===== config.mk =====
export PLATFORM = sky130hd
export DESIGN_NAME = axil2iob
export DESIGN_NICKNAME = d
export VERILOG_FILES = /design/src/rtl/axil2iob_pkg.sv /design/src/rtl/axil2iob.sv
export SDC_FILE = /design/constraint.sdc
export NUM_CORES = 1
export LEC_CHECK = 0
export ABC_AREA = 1
export BUFFER_PORTS_ARGS = -buffer_cell sky130_fd_sc_hd__buf_2
export CAP_MARGIN = 20
export CORE_ASPECT_RATIO = 0.75
export CORE_UTILIZATION = 48
export DETAILED_ROUTE_END_ITERATION = 16
export PLACE_DENSITY_LB_ADDON = 0.25
export SLEW_MARGIN = 5
export SYNTH_ARGS = -nofsm -noshare
export SYNTH_HDL_FRONTEND = slang
export SYNTH_SLANG_ARGS = --single-unit

===== constraint.sdc =====
create_clock -name clk -period 1.6 [get_ports clk]
set_input_delay 0.32 -clock clk [delete_from_list [all_inputs] [get_ports clk]]
set_output_delay 0.32 -clock clk [all_outputs]
set_load 0.01 [all_outputs]

===== src/rtl/axil2iob_pkg.sv =====
`default_nettype none
// ============================================================================
//  Module      : axil2iob_pkg
//  Description : Shared definitions for the AXI4-Lite to native IOB bridge:
//                AXI response codes and the bridge FSM state encoding.
//  Revision    : 1.0 - initial release
// ============================================================================
package axil2iob_pkg;

  // AXI response codes
  localparam logic [1:0] RESP_OKAY   = 2'b00;
  localparam logic [1:0] RESP_SLVERR = 2'b10;

  // Bridge FSM states
  typedef enum logic [2:0] {
    ST_IDLE  = 3'd0,
    ST_WRITE = 3'd1,
    ST_READ  = 3'd2,
    ST_BRSP  = 3'd3,
    ST_RRSP  = 3'd4
  } state_t;

endpackage
`default_nettype wire


===== src/rtl/axil2iob.sv =====
`default_nettype none
// ============================================================================
//  Module      : axil2iob
//  Description : AXI4-Lite slave to native single-strobe IOB master bridge.
//                AW, W and AR each land in a one-entry buffer; a small FSM
//                issues one native transaction at a time, alternating
//                between writes and reads when both are pending, and
//                returns SLVERR if the target never strobes ready.
//  Revision    : 1.0 - initial release
//
//  Ports
//    clk, rst                 clock, synchronous active-high reset
//    S_AXI_AW* / S_AXI_W*     write address / write data channels
//    S_AXI_B*                 write response channel
//    S_AXI_AR* / S_AXI_R*     read address / read data channels
//    valid                    native request strobe (held until ready/timeout)
//    addr, wdata, wstrb       native request payload (wstrb = 0 for reads)
//    rdata, ready             native completion data and 1-cycle strobe
// ============================================================================
module axil2iob
  import axil2iob_pkg::*;
#(
  parameter int ADDR_W    = 32,
  parameter int DATA_W    = 32,
  parameter int TIMEOUT_W = 8
) (
  input  logic                clk,
  input  logic                rst,
  // write address
  input  logic [ADDR_W-1:0]   S_AXI_AWADDR,
  input  logic [2:0]          S_AXI_AWPROT,
  input  logic                S_AXI_AWVALID,
  output logic                S_AXI_AWREADY,
  // write data
  input  logic [DATA_W-1:0]   S_AXI_WDATA,
  input  logic [DATA_W/8-1:0] S_AXI_WSTRB,
  input  logic                S_AXI_WVALID,
  output logic                S_AXI_WREADY,
  // write response
  output logic [1:0]          S_AXI_BRESP,
  output logic                S_AXI_BVALID,
  input  logic                S_AXI_BREADY,
  // read address
  input  logic [ADDR_W-1:0]   S_AXI_ARADDR,
  input  logic [2:0]          S_AXI_ARPROT,
  input  logic                S_AXI_ARVALID,
  output logic                S_AXI_ARREADY,
  // read data
  output logic [DATA_W-1:0]   S_AXI_RDATA,
  output logic [1:0]          S_AXI_RRESP,
  output logic                S_AXI_RVALID,
  input  logic                S_AXI_RREADY,
  // native master
  output logic                valid,
  output logic [ADDR_W-1:0]   addr,
  output logic [DATA_W-1:0]   wdata,
  output logic [DATA_W/8-1:0] wstrb,
  input  logic [DATA_W-1:0]   rdata,
  input  logic                ready
);

  localparam int STRB_W = DATA_W / 8;

  // The timeout fires in the cycle where the counter would step onto
  // all-ones, so valid is high for exactly 2^TIMEOUT_W-1 cycles.
  localparam logic [TIMEOUT_W-1:0] TCNT_LAST = {{(TIMEOUT_W-1){1'b1}}, 1'b0};

  state_t              state, state_nxt;
  logic                aw_full, w_full, ar_full;
  logic [ADDR_W-1:0]   aw_addr_q, ar_addr_q;
  logic [DATA_W-1:0]   w_data_q;
  logic [STRB_W-1:0]   w_strb_q;
  logic                last_wr;
  logic [TIMEOUT_W-1:0] tcnt;
  logic [1:0]          bresp_q, rresp_q;
  logic [DATA_W-1:0]   rdata_q;

  logic aw_hs, w_hs, ar_hs;
  logic in_xfer;
  logic wr_pend, rd_pend;
  logic start_wr, start_rd, done_ok, done_to;

  // Protection attributes carry no meaning for the native side.
  logic unused_prot;
  assign unused_prot = ^{S_AXI_AWPROT, S_AXI_ARPROT};

  // Buffer readiness is masked during reset so nothing is accepted then.
  assign S_AXI_AWREADY = ~aw_full & ~rst;
  assign S_AXI_WREADY  = ~w_full  & ~rst;
  assign S_AXI_ARREADY = ~ar_full & ~rst;

  assign aw_hs = S_AXI_AWVALID & S_AXI_AWREADY;
  assign w_hs  = S_AXI_WVALID  & S_AXI_WREADY;
  assign ar_hs = S_AXI_ARVALID & S_AXI_ARREADY;

  assign wr_pend = aw_full & w_full;
  assign rd_pend = ar_full;
  assign in_xfer = (state == ST_WRITE) || (state == ST_READ);

  assign valid = in_xfer;
  assign addr  = (state == ST_READ) ? ar_addr_q : aw_addr_q;
  assign wdata = w_data_q;
  assign wstrb = (state == ST_READ) ? '0 : w_strb_q;

  assign S_AXI_BVALID = (state == ST_BRSP);
  assign S_AXI_BRESP  = bresp_q;
  assign S_AXI_RVALID = (state == ST_RRSP);
  assign S_AXI_RRESP  = rresp_q;
  assign S_AXI_RDATA  = rdata_q;

  // --------------------------------------------------------------------------
  // Next-state logic
  // --------------------------------------------------------------------------
  always_comb begin
    state_nxt = state;
    start_wr  = 1'b0;
    start_rd  = 1'b0;
    done_ok   = 1'b0;
    done_to   = 1'b0;
    case (state)
      ST_IDLE: begin
        // On a tie, serve the type that was not served last.
        if (wr_pend && (!rd_pend || !last_wr)) begin
          state_nxt = ST_WRITE;
          start_wr  = 1'b1;
        end else if (rd_pend) begin
          state_nxt = ST_READ;
          start_rd  = 1'b1;
        end
      end
      ST_WRITE, ST_READ: begin
        if (ready) begin
          done_ok = 1'b1;
        end else if (tcnt == TCNT_LAST) begin
          done_to = 1'b1;
        end
        if (ready || (tcnt == TCNT_LAST)) begin
          state_nxt = (state == ST_WRITE) ? ST_BRSP : ST_RRSP;
        end
      end
      ST_BRSP: begin
        if (S_AXI_BREADY) state_nxt = ST_IDLE;
      end
      ST_RRSP: begin
        if (S_AXI_RREADY) state_nxt = ST_IDLE;
      end
      default: state_nxt = ST_IDLE;
    endcase
  end

  // --------------------------------------------------------------------------
  // State, buffers, arbitration history, timeout counter and responses
  // --------------------------------------------------------------------------
  always_ff @(posedge clk) begin
    if (rst) begin
      state     <= ST_IDLE;
      aw_full   <= 1'b0;
      w_full    <= 1'b0;
      ar_full   <= 1'b0;
      aw_addr_q <= '0;
      ar_addr_q <= '0;
      w_data_q  <= '0;
      w_strb_q  <= '0;
      last_wr   <= 1'b0;
      tcnt      <= '0;
      bresp_q   <= RESP_OKAY;
      rresp_q   <= RESP_OKAY;
      rdata_q   <= '0;
    end else begin
      state <= state_nxt;

      if (aw_hs) begin
        aw_full   <= 1'b1;
        aw_addr_q <= S_AXI_AWADDR;
      end
      if (w_hs) begin
        w_full   <= 1'b1;
        w_data_q <= S_AXI_WDATA;
        w_strb_q <= S_AXI_WSTRB;
      end
      if (ar_hs) begin
        ar_full   <= 1'b1;
        ar_addr_q <= S_AXI_ARADDR;
      end

      // Buffers are released only once the response has been taken.
      if ((state == ST_BRSP) && S_AXI_BREADY) begin
        aw_full <= 1'b0;
        w_full  <= 1'b0;
      end
      if ((state == ST_RRSP) && S_AXI_RREADY) begin
        ar_full <= 1'b0;
      end

      if (start_wr) last_wr <= 1'b1;
      if (start_rd) last_wr <= 1'b0;

      if (start_wr || start_rd) begin
        tcnt <= '0;
      end else if (in_xfer && !ready) begin
        tcnt <= tcnt + 1'b1;
      end

      if ((state == ST_WRITE) && (done_ok || done_to)) begin
        bresp_q <= done_ok ? RESP_OKAY : RESP_SLVERR;
      end
      if ((state == ST_READ) && (done_ok || done_to)) begin
        rresp_q <= done_ok ? RESP_OKAY : RESP_SLVERR;
        rdata_q <= done_ok ? rdata : '0;
      end
    end
  end

endmodule
`default_nettype wire

==> summary.md <==
| Metric | Value |
|---|---|
| Fin crit period | 1.876 ns |
| Pwr dens | 1429 mW/mm2 |
| DRC | 0 |
| P_leak | 3.928 nW |
| Crit path arrival time | 1.56 ns |
| # hold bufs at CTS | 0 |
| Clk slew on worst S/H paths | 0.06 ns |
| Synth cell types | 33 |
| GRT overflow | 0 |
| Setup crit start kind | flip-flop |
| Post-place setup slack | around 0.049 ns |
| Primary FF master, synth | dfxtp_1 |
| Core Region | 0.01187 mm2 |
| Netlist Area Pre-Place | about 0.006 mm2 |
| CTS Buf Count | 17 |
| First-pass GRT wire length | 25,620 um |
| DRT iter0 DRCs | 279 |
| CTS Sinks | approximately 150 |
| Total track usage | 25.17% |
| Synth Register Bits | 149 |
| Starting Density | between 50% and 60% |
| Status | finished with violations |
| Worst VDD drop | ~0.78 mV |
| Final setup vio count | 39 |
| Failing checks | setup timing |
| Number of global-route vias before repair | 5,502 |
| Final setup skew | 0.009832 ns |
| H-tree lvl count | 4 |
| Leading area contributor after synthesis | dfxtp_1 |
| Register area share after synthesis | 49.87% |
| Hold Fails Final Rpt | 0 |
| Post-synth ARST share | 0% |
| Commonest non-fill, non-tap cell in the layout | nand2_1 |
| Avg Vias per Cell | 4.950 |
| Drt pass-1 iters | 5 |
| Placed Cells | around 1.2k |
| Initial antenna violation count | 0 |
| DP HPWL | between 10,000 and 15,000 um |
| Most frequent cells in the layout | nand2_1, buf_2, dfxtp_1 |
| Syn-to-layout area delta | 44.02% |
| Class of the worst hold path | input pin to flip-flop |
| Max Cap Viol | 0 |
| Setup ws final | -0.2764 ns |
| Overall power | between 10 and 15 mW |
| Max Clock Freq | 532.9 MHz |
| Inserted Diodes | 0 |
| CTS root buf | clkbuf_16 |
| Area after DPL | around 0.0074 mm2 |
| Share of layout cells above drive strength 1 | between 30% and 40% |
| CP Class | flip-flop to primary output |
| TritonCTS clock tree | done |
| CP Capture Type | primary output |
| Routed Antenna Nets | 0 |
| Rows | 34 |
| Nets | 1,200 |
| Cell area after layout | 0.008613 mm2 |
| Largest net degree at the start of global routing | 73 |
| EDFF count, synth | 0 |
| Final TNS setup | -8.103 ns |
| Worst skew pair latency | 0.41 ns |
| Instance count of the mapped netlist | 799 |
| Critical path peak fanout | 7 |
| Die ar. | 0.01291 mm2 |
| Die Span Y | 98.67 um |
| Syn. warnings | 0 |
| Final Util | 72.57% |
| RSZ-0062 raised after global routing | yes |
| Total number of vias | 6,074 |
| Yosys top cell area share | between 40% and 50% |
| Final Instance Count excl. Fillers | around 1.2k |
| Critical path data required time | 1.28 ns |
| Max Buffers Root-to-Sink | 2 |
| IO buf count | 247 |
| Top cells by area, synth | dfxtp_1, nand2_1, o21ai_0, o31ai_1, inv_1 |
| Die width | 130.9 um |
| Wirelength per Cell | 14.26 um |
| Worst Hold Slack | 0.1066 ns |
| GP Congestion | 0.8014 |
| Tcrit/Tclk final | 117.3% |
| Max-slew violations | 0 |
| Avg Inst Size Synth | 7.485 um2 |
| Routed Wire Length | 17,500 um |
| Num ports | 256 |
-- routing by layer --
metal / share of wire, % / wire length [um] / up-vias / track usage, %
li1: - / - / 3092 / -
met2: 49 / 8633 / 183 / 42.37
met5: 0 / 0 / - / 0
met4: 1.5 / 270 / 0 / 8.842
met3: 6.5 / 1134 / 20 / 7.818
met1: 43 / 7461 / 2779 / 30.17
-- where the power goes --
part	leakage (nW)	switching (mW)	internal [mW]
logic	2.42	2.31	1.76
clock network	0.287	1.61	2.35
registers	1.22	0.201	4.07
total	3.93	4.12	8.18
-- cells by family (layout without fill, tap and decap cells) --
group / Yosys count / in the layout / synth area share [%]
xor+xnor: 3 / 3 / 0.4394
buf+inv: 119 / 382 / 8.452
compound gates: 177 / 177 / 16.53
other cells: 1 / 2 / 0.06270
flops: 149 / 149 / 49.87
simple gates: 348 / 350 / 24.23
fa+ha+maj: 2 / 2 / 0.4183
-- sequential cells by signal, summed over array words and instances (netlist names), 3 cells and up --
name and count:
state 3, wdata 32, w_strb_q 4, tcnt 8, S_AXI_RDATA 32, ar_addr_q 32, aw_addr_q 32
-- synthesized netlist by cell type, types with 2 or more instances --
| master | number |
|---|---|
| nand2_1 | 258 |
| dfxtp_1 | 149 |
| o21ai_0 | 97 |
| inv_1 | 60 |
| nand3_1 | 43 |
| a21oi_1 | 36 |
| o31ai_1 | 36 |
| nor2_1 | 33 |
| clkbuf_1 | 22 |
| buf_2 | 21 |
| buf_4 | 8 |
| inv_2 | 4 |
| o21ai_1 | 4 |
| buf_1 | 3 |
| nand2_4 | 3 |
| ha_1 | 2 |
| nor2_4 | 2 |
| nor3b_2 | 2 |
| xor2_1 | 2 |
-- timing repair --
| item | 4_1_cts | 5_1_grt |
|---|---|---|
| pin swaps | 2 | 11 |
| cloned | 2 | 9 |
| setup buffers | 5 | 11 |
| setup endpoints to repair | 39 | 77 |
| gates resized for setup | 28 | 99 |
| hold endpoints to repair | 0 | 0 |
-- path summary, 6_finish.rpt --
| check | start | endpoint | slack [ns] | cells past startpoint |
|---|---|---|---|---|
| worst max-delay path | state[2] | addr[3] | -0.28 | 5 |
| worst min register to register | S_AXI_RRESP[1] | S_AXI_RRESP[1] | 0.46 | 2 |
| worst max register to register | state[2] | tcnt[5] | 0.01 | 10 |
| worst min-delay path | S_AXI_WDATA[1] | wdata[1] | 0.11 | 3 |
-- area by class of cell --
cell class	instances	area [um2]
Timing Repair inverter	1	6.256
Clock buffer	18	439.2
Sequential cell	149	2989
Timing Repair Buffer	284	1757
Clock inverter	14	151.4
Fill cell	943	3256
Multi-Input combinational cell	534	2806
Tap cell	162	202.7
Inverter	65	261.5
-- critical path, cell delays in order (launching register included) --
cell and delay [ns]:
dfxtp_2 0.34, inv_4 0.09, nand3_4 0.20, clkbuf_16 0.25, o21ai_2 0.12, buf_2 0.15
Power figures use the tool's default switching activity.
